===== config.mk =====
export PLATFORM = sky130hd
export DESIGN_NAME = simon_round_ctrl
export DESIGN_NICKNAME = d
export VERILOG_FILES = /design/src/rtl/simon_round_ctrl.sv
export SDC_FILE = /design/constraint.sdc
export NUM_CORES = 1
export LEC_CHECK = 0
export BUFFER_PORTS_ARGS = -buffer_cell sky130_fd_sc_hd__buf_4
export CAP_MARGIN = 20
export CORE_UTILIZATION = 45
export DETAILED_ROUTE_END_ITERATION = 8
export GPL_ROUTABILITY_DRIVEN = 1
export SYNTH_ARGS = -nofsm -noshare
export SYNTH_HDL_FRONTEND = slang
export SYNTH_SLANG_ARGS = --single-unit
export TNS_END_PERCENT = 50

===== constraint.sdc =====
create_clock -name clk -period 3.31 [get_ports clk]
set_clock_uncertainty 0.1 [all_clocks]
set_input_delay 0.1655 -clock clk [delete_from_list [all_inputs] [get_ports clk]]
set_output_delay 0.1655 -clock clk [all_outputs]
set_load 0.01 [all_outputs]

===== src/rtl/simon_round_ctrl.sv =====
// Round sequencer for the colour-memory game: grows the random pattern, plays it back
// on the display with tick-based timing, checks the player's presses and keeps score.
module simon_round_ctrl #(
    parameter int MAX_LEN     = 16,
    parameter int COLOR_BITS  = 2,
    parameter int SHOW_TICKS  = 20,
    parameter int GAP_TICKS   = 5,
    parameter int INPUT_TICKS = 50,
    parameter int BUZZ_TICKS  = 30,
    localparam int LW = $clog2(MAX_LEN + 1)
) (
    input  logic                  clk,
    input  logic                  reset,
    input  logic                  tick,
    input  logic                  start,
    input  logic [COLOR_BITS-1:0] rnd,
    input  logic                  btn_valid,
    input  logic [COLOR_BITS-1:0] btn_color,
    output logic [COLOR_BITS:0]   disp_color,
    output logic [7:0]            score,
    output logic [LW-1:0]         level,
    output logic                  busy,
    output logic                  game_over,
    output logic                  buzzer
);

    localparam int AW   = (MAX_LEN > 1) ? $clog2(MAX_LEN) : 1;
    localparam int T1   = (SHOW_TICKS > GAP_TICKS) ? SHOW_TICKS : GAP_TICKS;
    localparam int T2   = (INPUT_TICKS > BUZZ_TICKS) ? INPUT_TICKS : BUZZ_TICKS;
    localparam int TMAX = (T1 > T2) ? T1 : T2;
    localparam int TW   = $clog2(TMAX + 1);
    localparam logic [COLOR_BITS:0] NULL_COLOR = {1'b1, {COLOR_BITS{1'b0}}};

    typedef enum logic [2:0] {
        IDLE, APPEND, SHOW, GAP, WAIT_IN, FAIL, OVER, WIN
    } state_t;

    state_t                state, state_n;
    logic [TW-1:0]         timer, timer_n;
    logic [LW-1:0]         idx, idx_n, level_n;
    logic [7:0]            score_n;
    logic                  wr_en;
    logic                  last_idx;
    logic                  press_match;
    logic [COLOR_BITS-1:0] show_color;
    logic [COLOR_BITS:0]   disp_n;
    logic [COLOR_BITS-1:0] pattern [MAX_LEN];

    assign last_idx    = (idx == level - LW'(1));
    assign press_match = (btn_color == pattern[idx[AW-1:0]]);

    always_comb begin
        state_n = state;
        timer_n = timer;
        idx_n   = idx;
        level_n = level;
        score_n = score;
        wr_en   = 1'b0;
        case (state)
            IDLE: begin
                if (start) begin
                    state_n = APPEND;
                    score_n = 8'd0;
                    level_n = '0;
                end
            end
            APPEND: begin
                wr_en   = 1'b1;
                level_n = level + LW'(1);
                idx_n   = '0;
                timer_n = '0;
                state_n = SHOW;
            end
            SHOW: begin
                if (tick) begin
                    if (timer == TW'(SHOW_TICKS - 1)) begin
                        state_n = GAP;
                        timer_n = '0;
                    end else begin
                        timer_n = timer + TW'(1);
                    end
                end
            end
            GAP: begin
                if (tick) begin
                    if (timer == TW'(GAP_TICKS - 1)) begin
                        timer_n = '0;
                        if (last_idx) begin
                            state_n = WAIT_IN;
                            idx_n   = '0;
                        end else begin
                            state_n = SHOW;
                            idx_n   = idx + LW'(1);
                        end
                    end else begin
                        timer_n = timer + TW'(1);
                    end
                end
            end
            WAIT_IN: begin
                // A press wins over a coincident tick, so a last-moment press is never timed out.
                if (btn_valid) begin
                    if (!press_match) begin
                        state_n = FAIL;
                        timer_n = '0;
                    end else if (!last_idx) begin
                        idx_n   = idx + LW'(1);
                        timer_n = '0;
                    end else begin
                        score_n = (score == 8'hFF) ? score : score + 8'd1;
                        state_n = (level == LW'(MAX_LEN)) ? WIN : APPEND;
                    end
                end else if (tick) begin
                    if (timer == TW'(INPUT_TICKS - 1)) begin
                        state_n = FAIL;
                        timer_n = '0;
                    end else begin
                        timer_n = timer + TW'(1);
                    end
                end
            end
            FAIL: begin
                if (tick) begin
                    if (timer == TW'(BUZZ_TICKS - 1)) begin
                        state_n = OVER;
                        timer_n = '0;
                    end else begin
                        timer_n = timer + TW'(1);
                    end
                end
            end
            OVER, WIN: begin
                if (start) begin
                    state_n = APPEND;
                    score_n = 8'd0;
                    level_n = '0;
                end
            end
            default: state_n = IDLE;
        endcase
    end

    // Entering SHOW from APPEND may display the entry being written on that same edge.
    always_comb begin
        show_color = pattern[idx_n[AW-1:0]];
        if (wr_en && (level[AW-1:0] == idx_n[AW-1:0])) begin
            show_color = rnd;
        end
        disp_n = (state_n == SHOW) ? {1'b0, show_color} : NULL_COLOR;
    end

    always_ff @(posedge clk) begin
        if (reset) begin
            state      <= IDLE;
            timer      <= '0;
            idx        <= '0;
            level      <= '0;
            score      <= 8'd0;
            disp_color <= NULL_COLOR;
            busy       <= 1'b0;
            game_over  <= 1'b0;
            buzzer     <= 1'b0;
        end else begin
            state      <= state_n;
            timer      <= timer_n;
            idx        <= idx_n;
            level      <= level_n;
            score      <= score_n;
            disp_color <= disp_n;
            busy       <= (state_n != IDLE) && (state_n != OVER);
            game_over  <= (state_n == OVER);
            buzzer     <= (state_n == FAIL);
        end
    end

    always_ff @(posedge clk) begin
        if (wr_en) begin
            pattern[level[AW-1:0]] <= rnd;
        end
    end

endmodule

Word-level counts from Yosys, hierarchy flattened
Memory sizes are Yosys's and may differ from the RTL's. A register that Yosys moved wholly into a read port is not among the register bits.
Index checks and enable logic that the tools add are counted.
W data, S select, Z words.
- register bits after elaboration: 33
- latch bits: 0
- RAM bits: 32
- ROM bits: 0
- input bits: 9
- output and inout port bits: 19
- memories kept: 1
- memory list (memory ; depth ; width ; read ports ; clocked after Yosys merged registers in ; wr ports ; line ; text):
    pattern ; 16 ; 2 ; 2 ; 1 ; 1 ; 47 ; logic [COLOR_BITS-1:0] pattern [MAX_LEN];
- add/subtract/negate cells: 5
- multipliers: 0
- divide/modulo/power cells: 0
- magnitude comparators: 0
- eq/ne operators: 32
- shift operators: 0
- multiplexer cells: 48
- bitwise logic cells: 1
- reduce and logical (&&, ||, !) cells: 14
- operator list (cell ; number):
    $mux W6 ; 11
    $mux W3 ; 15
    $mux W8 ; 5
    $mux W5 ; 7
    $pmux W6 S5 ; 1
    $eq A3 B3 Y1 const B ; 6
    $ne A2 B2 Y1 const B ; 9
    $pmux W3 S6 ; 1
    $reduce_and A6 Y1 ; 3
    $pmux W8 S2 ; 1
    $pmux W5 S3 ; 1
    $eq A6 B5 Y1 const B ; 2
    $add A5 B1 Y5 const B ; 2
    $pmux W5 S2 ; 1
    $eq A3 B2 Y1 const B ; 3
    $add A8 B1 Y8 const B ; 1
    $eq A8 B8 Y1 const B ; 1
    $add A6 B1 Y6 const B ; 1
    $eq A6 B3 Y1 const B ; 1
    $eq A6 B6 Y1 const B ; 1
    $ne A3 B3 Y1 const B ; 2
    $reduce_bool A3 Y1 ; 2
    $eq A5 B5 Y1 ; 1
    $eq A5 B5 Y1 const B ; 1
    other kinds (17) ; 21

Depth between registers and ports, before layout
Gate-level depths: netlist of run 1.
- word-level depth: 10
- depth in mapped cells: 15
- depth with buffers taken out: 14

Worst setup path after synthesis of run 1
Ideal clock, no wire load.
- path kind: flip-flop to flip-flop
- start: register level[0]
- end: register disp_color[1]
- data arrival time: 3284 ps
- path slack: -134 ps
- cell stages (with the launch flop): 16
- buffers on the path: 1
- clock period less this slack: 3444 ps
- path through: dfxtp_1 > inv_1 > ha_1 > xnor2_1 > o2bb2ai_2 > a2111oi_4 > buf_6 > inv_4 > ha_1 > a221o_1 > o21ai_1 > o2bb2ai_1 > inv_1 > a221o_1 > a211oi_1 > a311o_1
- longest elaborated chain between the ends: 9
- RTL lines (what ; line ; text):
    start, declared ; 21 ; output logic [LW-1:0] level,
    start signal, assigned ; 167 ; level <= level_n;
    branches (longest 9 deep; another with $sub A5 B1 Y5) ; - ;
    end signal, assigned ; 169 ; disp_color <= disp_n;
    end, declared ; 19 ; output logic [COLOR_BITS:0] disp_color,
Parallel ways; which one is timed is not known. The select of a mux whose other input is x is not followed.
A chain may end at the register's enable or synchronous reset.

Worst setup path in the final report of run 1
Same ends and word-level chain as after synthesis.

==> results of run 1 <==
==> cell usage after synthesis (4+ instances only) <==
cell type  number  area [µm²]
nor3_1          8        40.0
inv_1          15        56.3
clkbuf_1       11        41.3
xor2_1          6        52.6
edfxtp_1       32         961
buf_6           4        45.0
dfxtp_1        33         661
or3_1           4        25.0
nor2b_1         6        37.5
and3_1          7        43.8
mux2i_1        21         210
nand3_1         9        45.0
nand4_1         4        25.0
o21ai_0        21         105
xnor2_1        11        96.3
a221o_1         5        50.1
ha_1           10         125
a221oi_1        5        43.8
nand2_1        28         105
a22oi_1         6        45.0
a21oi_1        33         165
nand2b_1        7        43.8
nor2_1         54         203
==> report_power, final <==
part / internal [W] / switching, W / total, W / leakage, nW
clock network: 0.000432 / 0.000352 / 0.000784 / 0.115
logic: 0.000133 / 0.000171 / 0.000305 / 1.20
registers: 0.000857 / 0.0000134 / 0.000870 / 0.557
total: 0.00142 / 0.000536 / 0.00196 / 1.87
==> kinds of logic after synthesis <==
logic type,share of synthesized area
AND/OR/NAND/NOR,0.190
AO/OA/AOI/OAI,0.245
flip-flops,0.395
buffers and inverters,0.0482
multiplexers,0.0512
XOR/XNOR,0.0402
adder cells (fa/ha/maj),0.0305
==> worst max path at each step <==
stage	start	end	slack, ns	cells after the start
5_1_grt	level[0]	disp_color[1]	-0.11	14
3_5_place_dp	level[0]	disp_color[0]	-0.03	14
3_3_place_gp	level[0]	disp_color[0]	0.03	14
4_1_cts	idx[1]	disp_color[1]	0.006	12
2_1_floorplan	level[0]	disp_color[1]	0.01	15
6_report	level[0]	disp_color[1]	0.02	14
==> what timing repair did <==
action | 4_1_cts | 5_1_grt
pin swaps | 2 | 23
setup buffers | 0 | 15
hold buffers | 0 | 0
setup endpoints to repair | 2 | 4
cloned | 0 | 1
resized for setup | 3 | 39
==> registers in the layout, indices dropped and copies added, names as in the netlist, 3 cells and up <==
| register | cells |
|---|---|
| pattern | 32 |
| score | 8 |
| timer | 6 |
| idx | 5 |
| level | 5 |
| disp_color | 3 |
| state | 3 |
==> layer usage <==
layer,track usage,vias to the layer above
met5,0,-
met4,0.0701,0
met3,0.0432,19
met2,0.357,148
met1,0.318,1733
li1,-,1726
==> critical path: cells and delay by family, from the launching register on <==
family	cells	cell delay (ns)
buffers and inverters	2	0.27
AOI/OAI and AO/OA	7	1.75
xor gates and xnor gates	1	0.15
DFF	1	0.34
adders and majority gates	1	0.18
and+or+nand+nor	3	0.38
==> layout make-up <==
cell class / instances / area [µm²] / area share
repair buffers: 74 / 602 / 0.118
multi-input cells: 326 / 2460 / 0.482
inverters: 16 / 65.1 / 0.0127
clock inverters: 7 / 100 / 0.0196
clock buffers: 9 / 124 / 0.0242
flip-flops and latches: 65 / 1630 / 0.318
well taps: 108 / 135 / 0.0264
==> stage by stage <==
stage	setup WS [ns]	setup TNS, ns	std cells	utilization	power, W
finish	0.0153	0	605	0.584	0.00196
floorplan	0.0108	0	428	-	0.00107
detailed placement	-0.0294	-0.0529	573	0.524	0.00116
global route	-0.114	-0.127	605	0.584	0.00203
global placement	0.0259	0	573	0.524	0.00116
CTS	0.00605	0	589	0.551	0.00194
==> run summary, run 1 <==
Post-synth EDFFs = 32
Worst skew pair latency = 0.35 ns
Layout cell share with drive strength beyond 1 = 0.306
Worst r2r src = level[0]
CTS tree = yes
Relative slew slack = 0.497
Maximum VDD drop = 0.247 mV
PortBufs = 27
Critical path endpoint category = flop
WL met3 = 653 µm
Post-route clock period utilization = 0.995
Power density cells = 383 nW/µm²
Die Area = 9510 µm²
Most frequent cells in the layout = buf_4, nor2_1, a21oi_1, edfxtp_1, dfxtp_1
Syn_area_per_cell = 9.59 µm²
Starting DRT DRC Count = 439
First-pass DRT Iterations = 5
Syn. warnings = 0
Layout net count = 511
Async set or reset register ratio after synthesis = 0
Design area = 5120 µm²
Largest net degree at the start of global routing = 23
Worst R2R Setup Slack = 0.02 ns
Max Cap Viol = 0
Status = finished clean
Max Clock Freq = 0.304 GHz
Number of top-level design ports = 28
Root Driver = clkbuf_8
H-tree depth = 3
Slew Limit Fails = 0
Main synth FF type = dfxtp_1
Diode count = 0
Initial core utilization = 0.468
Worst hold path depth = 1
CTS buffer count = 9
CTS max path bufs = 2
Placed Area = 4590 µm²
Worst setup path class = flop to flop
DR DRC count = 0
Startpoint type of the worst setup path = flop
CP Max Fanout = 6
Rows = 34
Area Overhead vs Synth = 24.7%
Fin. Hold Viols = 0
GR Overflow Total = 0
CTS clk-pin slew, worst paths = 0.08 ns
Period minus WS final = 3.29 ns
Die Y-Extent = 97.5 µm
Crit-path cells = inv_2 -> ha_4 -> xnor2_2 -> o2bb2ai_4 -> a2111oi_4 -> clkbuf_16 -> nand4b_1 -> nand3_2 -> a311oi_4 -> nand2_2 -> a21oi_1 -> a221oi_1 -> o21ba_1 -> a311o_1
CP peak stage delay = 0.39 ns
Flops & latches, synth = 65
Worst EP arrival = 3.44 ns
DR vias = 3626
# fillers = 772
Global placement routability congestion = 0.966
DPL Wire Length = 7860 µm
CORE AREA = 8760 µm²
Setup violators final = 0
FF-to-FF End = disp_color[1]
Hold Crit Class = input pin to flop
Worst R2R Path Depth = 14
Syn Inst Count = 428
Min-delay src = rnd[1]
DIE WIDTH = 97.5 µm
Mapped cell area = 4100 µm²
Number of global-route vias before repair = 3321
Seq/Total Area, Yosys = 0.395
Drt total wl = 11300 µm
Hold slack = 0.0381 ns
Worst-Margin Slew = 0.747 ns
Yosys cell types = 84
Highest routed layer = met4
Most common cell after layout, fill and taps aside = buf_4
Total track usage = 0.228
Drt via density = 5.99
Wl on met1 = 5180 µm
CP required = 3.45 ns
Hold Path Sink = pattern[5][1]
Syn nets = 447
CP max-delay cell = a2111oi_4
Global-route wire length before repair = 17100 µm
P_leak = 1.87 nW
Average wire per standard cell = 18.7 µm
Met2 routed wirelength = 5280 µm
ANT nets after route = 0
Initial antenna violation count = 0
Clock sink count = 65
Note: power is estimated with default switching activity, not from simulation.
==> inputs of run 2 (changes only) <==
--- a/config.mk
+++ b/config.mk
@@ -10,6 +10,7 @@
 export CORE_UTILIZATION = 45
 export DETAILED_ROUTE_END_ITERATION = 8
 export GPL_ROUTABILITY_DRIVEN = 1
+export SKIP_LAST_GASP = 1
 export SYNTH_ARGS = -nofsm -noshare
 export SYNTH_HDL_FRONTEND = slang
 export SYNTH_SLANG_ARGS = --single-unit
==> constraint.sdc (replaced) <==
create_clock -name clk -period 4.3 [get_ports clk]
set_clock_uncertainty 0.1 [all_clocks]
set_input_delay 0.215 -clock clk [delete_from_list [all_inputs] [get_ports clk]]
set_output_delay 0.215 -clock clk [all_outputs]
set_load 0.01 [all_outputs]
==> run 2 against run 1 <==
- global-route usage down 1.1 points
- die area unchanged
- worst setup slack improved by 0.46 ns
- maximum frequency decreased by 14%
- clock power is 25% lower
- total power is 26% lower
- register-to-register slack improved by 0.46 ns
- count of clock-buffer cells in the layout is 1 higher
- sequential share of layout area is 3.6 points higher
- critical endpoint unchanged
==> run summary, run 2 (same netlist as run 1, synthesis figures left out) <==
Setup bufs post-CTS = 0
Post-route clock period utilization = 0.889
Worst setup path class = flop to flop
Most frequent cells in the layout = nor2_1, buf_4, a21oi_1, dfxtp_1, edfxtp_1
Number of global-route vias before repair = 3177
Number of gates resized after CTS = 0
PortBufs = 27
Power density cells = 318 nW/µm²
Root Driver = clkbuf_8
Die Y-Extent = 97.5 µm
Global-route wire length before repair = 16200 µm
Rows = 34
Critical path endpoint category = flop
Worst skew pair latency = 0.36 ns
Most common cell after layout, fill and taps aside = nor2_1
Crit-path cells = inv_1 -> ha_1 -> xnor2_1 -> o2bb2ai_2 -> a2111oi_4 -> nor2b_1 -> o2bb2ai_1 -> a31oi_4 -> nor2_4 -> mux2i_1 -> a221o_1 -> a211oi_1 -> a311o_1
Period minus WS final = 3.82 ns
Layout cell share with drive strength beyond 1 = 0.184
CTS buffer count = 9
Slew Limit Fails = 0
Design area = 4590 µm²
Drt total wl = 10000 µm
Drt via density = 5.95
Largest net degree at the start of global routing = 23
Layout net count = 471
DPL Wire Length = 7420 µm
CTS tree = yes
Die Area = 9510 µm²
CORE AREA = 8760 µm²
Clock sink count = 65
Final WS setup = 0.477 ns
CP required = 4.50 ns
GR Overflow Total = 0
DR vias = 3360
Worst EP arrival = 4.02 ns
CTS max path bufs = 2
Average wire per standard cell = 17.8 µm
Family with the most delay on the worst path = compound AO/OA/AOI/OAI gates
Max Cap Viol = 0
Setup violators final = 0
CP max-delay cell = a2111oi_4
Worst-Margin Slew = 0.745 ns
Global placement routability congestion = 0.878
DP Worst Slack = 0.556 ns
Setup TNS = 0 ns
Number of top-level design ports = 28
P_leak = 1.61 nW
Total track usage = 0.217
Area Overhead vs Synth = 11.7%
Maximum VDD drop = 0.140 mV
Max reg flops = 32
CTS Hold Bufs = 0
H-tree depth = 3
DIE WIDTH = 97.5 µm
Worst R2R Setup Slack = 0.48 ns
CP bufs+invs = 1
Placed Area = 4370 µm²
Initial antenna violation count = 0
Hold slack = 0.0842 ns
CP peak stage delay = 0.52 ns
CTS clk-pin slew, worst paths = 0.09 ns
Max Clock Freq = 0.262 GHz
Status = finished clean
Startpoint type of the worst setup path = flop
Diode count = 0
Final Core Density = 0.523
Hold Crit Class = input pin to flop
DR DRC count = 0
Relative slew slack = 0.498
Initial core utilization = 0.468
ANT nets after route = 0
# fillers = 818
Fin. Hold Viols = 0
Starting DRT DRC Count = 209
RSZ-0062 raised after global routing = no
First-pass DRT Iterations = 4
CP Max Fanout = 17
-- run 2: changes by cell type in the layout (fill, tap and decap cells not counted), sizes merged --
cell / previous run / this run
clkinv: 2 / 3
and2: 6 / 5
inv: 19 / 17
buf: 73 / 35
-- run 2: worst register-to-register path, delay by kind of cell, from the launching register on --
| kind | cells | cell delay, ns |
|---|---|---|
| AOI/OAI and AO/OA | 7 | 2.08 |
| DFF | 1 | 0.51 |
| adders and majority gates | 1 | 0.29 |
| and+or+nand+nor | 2 | 0.37 |
| xor gates and xnor gates | 1 | 0.17 |
| buffers and inverters | 1 | 0.11 |
| muxes | 1 | 0.16 |
-- run 2: where the power goes --
| group | internal [W] | switching [W] |
|---|---|---|
| combinational | 0.0000774 | 0.000117 |
| sequential | 0.000660 | 0.0000121 |
| clock | 0.000330 | 0.000261 |
| total | 0.00107 | 0.000390 |
-- run 2: through the flow --
stage	power [W]	instances
after floorplan	0.000820	428
after global placement	0.000878	549
after detailed placement	0.000880	549
after CTS	0.00147	565
after global routing	0.00151	565
final	0.00146	565
-- run 2: per-layer routing --
layer	global-route usage	share of wire	wire [µm]
met1	0.303	0.48	4850
met2	0.324	0.45	4550
met3	0.0446	0.046	463
met4	0.0939	0.017	171
met5	0	0	0
-- run 2: worst paths after layout --
check                               from             to  cells after the start
worst min register to register    idx[4]         idx[4]                      1
worst max-delay path            level[0]  disp_color[1]                     13
worst max register to register  level[0]  disp_color[1]                     13
worst min-delay path              rnd[1]  pattern[1][1]                      1
-- run 2: cell type report --
| cell class | instances | area (µm²) | share of cell area |
|---|---|---|---|
| repair buffers | 35 | 263 | 0.0573 |
| inverters | 16 | 62.6 | 0.0136 |
| clock buffers | 10 | 128 | 0.0278 |
| clock inverters | 6 | 91.3 | 0.0199 |
| flip-flops and latches | 65 | 1620 | 0.354 |
| well taps | 108 | 135 | 0.0295 |
| multi-input cells | 325 | 2280 | 0.498 |
==> inputs of run 3 (changes only) <==
--- a/config.mk
+++ b/config.mk
@@ -5,6 +5,7 @@
 export SDC_FILE = /design/constraint.sdc
 export NUM_CORES = 1
 export LEC_CHECK = 0
+export ABC_AREA = 1
 export BUFFER_PORTS_ARGS = -buffer_cell sky130_fd_sc_hd__buf_4
 export CAP_MARGIN = 20
 export CORE_UTILIZATION = 45
==> run 3 against run 2 <==
- area after synthesis up 3.0%
- flip-flop and latch count stayed put
- maximum frequency grew 14%
- largest power group is now combinational cells
- sequential power up 26%
- highest routed layer unchanged
- critical path depth increased by 6
- clock power rose by 2%
==> run summary, run 3 <==
Main combinational cell family by area after synthesis = simple AND/OR/NAND/NOR gates
Number of top-level design ports = 28
Family with the most delay on the worst path = simple AND/OR/NAND/NOR gates
Average wire per standard cell = 14.9 µm
Synth top area cells = edfxtp_1, dfxtp_1, nand2_1
Mapped cell area = 4230 µm²
Worst setup path class = flop to flop
Period minus WS final = 3.37 ns
Die Area = 9790 µm²
Yosys top cell area share = 0.227
Layout cell share with drive strength beyond 1 = 0.131
Layout net count = 640
CTS max path bufs = 2
CORE AREA = 9150 µm²
Area of the multi-input gates = 2100 µm²
Compound-Gate Fraction of Synth Area = 0.0793
CTS Hold Bufs = 0
Syn Inst Count = 597
Min-delay src = reset
CP max-delay cell = dfxtp_1
PortBufs = 27
Syn nets = 616
Post-synth EDFFs = 32
Post-synth top cells = nand2_1, inv_1, nand3_1
Simple-Gate Fraction of Synth Area = 0.364
DP Worst Slack = 0.927 ns
CP bufs+invs = 2
Setup violators final = 0
Async set or reset register ratio after synthesis = 0
Number of gates resized after CTS = 0
Slew Limit Fails = 0
Syn_area_per_cell = 7.08 µm²
Fin. Hold Viols = 0
DR vias = 3872
Main synth FF type = dfxtp_1
Worst-Margin Slew = 1.11 ns
Worst skew pair latency = 0.35 ns
Yosys cell types = 40
Worst Setup SP = level[0]
Setup TNS = 0 ns
Max Clock Freq = 0.297 GHz
XOR/XNOR share of the synthesized area = 0.0228
Worst EP arrival = 3.56 ns
Most used cell along the critical path = nand3_1
CP peak stage delay = 0.46 ns
Crit-path cells = inv_1 -> ha_1 -> xnor2_1 -> a21oi_1 -> nand3_1 -> nor2_2 -> nand2_2 -> ha_1 -> a311oi_1 -> nand2_4 -> nand2_4 -> nand2_1 -> o21ai_0 -> nand2_1 -> nand3_1 -> nand3_1 -> nand3_1 -> nand2_1 -> inv_1
Flops & latches, synth = 65
CTS buffer count = 9
Largest net degree at the start of global routing = 23
Initial antenna violation count = 0
# fillers = 916
Drt via density = 5.25
Die Y-Extent = 98.9 µm
CTS tree = yes
Final Core Density = 0.512
GR Overflow Total = 0
RSZ-0062 raised after global routing = no
Syn. warnings = 0
Post-route clock period utilization = 0.783
Global placement routability congestion = 0.915
Initial core utilization = 0.462
Diode count = 0
Seq/Total Area, Yosys = 0.384
Maximum VDD drop = 0.290 mV
ANT nets after route = 0
H-tree depth = 3
Max Cap Viol = 0
Top-count cell post-synth = nand2_1
Total track usage = 0.239
Most frequent cells in the layout = nand2_1, inv_1, nand3_1, nor2_1, dfxtp_1
Setup bufs post-CTS = 0
Power density cells = 663 nW/µm²
Max reg flops = 32
Top cell type by total area after synthesis = edfxtp_1
Starting DRT DRC Count = 240
Post-synthesis mux area share = 0
Hold Crit Class = input pin to flop
Total area of sequential cells = 1620 µm²
Root Driver = clkbuf_8
Number of global-route vias before repair = 3594
CP required = 4.49 ns
CTS clk-pin slew, worst paths = 0.08 ns
Most common cell after layout, fill and taps aside = nand2_1
DR DRC count = 0
Drt total wl = 11000 µm
Rows = 35
P_leak = 2.14 nW
Clock sink count = 65
Adder-cell share of the synthesized area = 0.0296
CP Max Fanout = 19
Startpoint type of the worst setup path = flop
Global-route wire length before repair = 18200 µm
Final WS setup = 0.933 ns
Critical path endpoint category = flop
Status = finished clean
Relative slew slack = 0.241
Area Overhead vs Synth = 10.8%
DIE WIDTH = 98.9 µm
DPL Wire Length = 8330 µm
Worst r2r src = level[0]
First-pass DRT Iterations = 5
[run 3: layer usage]
metal | global-route usage | routed length [µm] | share of wire | vias up
met1 | 0.347 | 5520 | 0.50 | 1793
li1 | - | - | - | 1980
met5 | 0 | 0 | 0 | -
met3 | 0.0489 | 638 | 0.058 | 9
met4 | 0.0723 | 109 | 0.0099 | 0
met2 | 0.354 | 4740 | 0.43 | 90
[run 3: power breakdown]
| part | internal [W] | switching (W) | total (W) |
|---|---|---|---|
| sequential | 0.000727 | 0.000123 | 0.000850 |
| combinational | 0.000545 | 0.00111 | 0.00166 |
| clock | 0.000332 | 0.000269 | 0.000602 |
[run 3: cells by family after synthesis]
family | count (synthesis)
compound gates | 52
simple gates | 342
fa+ha+maj | 10
buf+inv | 117
xor+xnor | 11
flops | 65
[run 3: area by class of cell]
cell class / count / area share
flip-flops and latches: 65 / 0.346
repair buffers: 29 / 0.0465
clock buffers: 9 / 0.0264
multi-input cells: 415 / 0.447
clock inverters: 7 / 0.0219
well taps: 111 / 0.0296
inverters: 101 / 0.0820
[run 3: worst reg2reg max path, stage by stage (launching register included)]
cell      delay, ns
dfxtp_1        0.46
inv_1          0.18
ha_1           0.36
xnor2_1        0.13
a21oi_1        0.14
nand3_1        0.09
nor2_2         0.12
nand2_2        0.17
ha_1           0.24
a311oi_1       0.35
nand2_4        0.20
nand2_4        0.22
nand2_1        0.08
o21ai_0        0.09
nand2_1        0.07
nand3_1        0.09
nand3_1        0.08
nand3_1        0.07
nand2_1        0.05
inv_1          0.04
[run 3: worst paths after layout]
path | endpoint | depth (start not counted) | slack [ns]
setup / recovery | disp_color[1] | 19 | 0.93
hold / removal | idx[3] | 2 | 0.06
setup reg to reg | disp_color[1] | 19 | 0.93
hold reg to reg | score[5] | 2 | 0.39
[run 3: per-stage QoR]
stage	total power (W)	hold WS [ns]	instance area, µm²	std cells
6_report	0.00311	0.0552	4680	737
3_5_place_dp	0.00249	0.382	4460	721
5_1_grt	0.00338	0.0612	4680	737
2_1_floorplan	0.00215	0.194	4230	597
3_3_place_gp	0.00247	0.377	4460	721
4_1_cts	0.00310	0.0387	4680	737
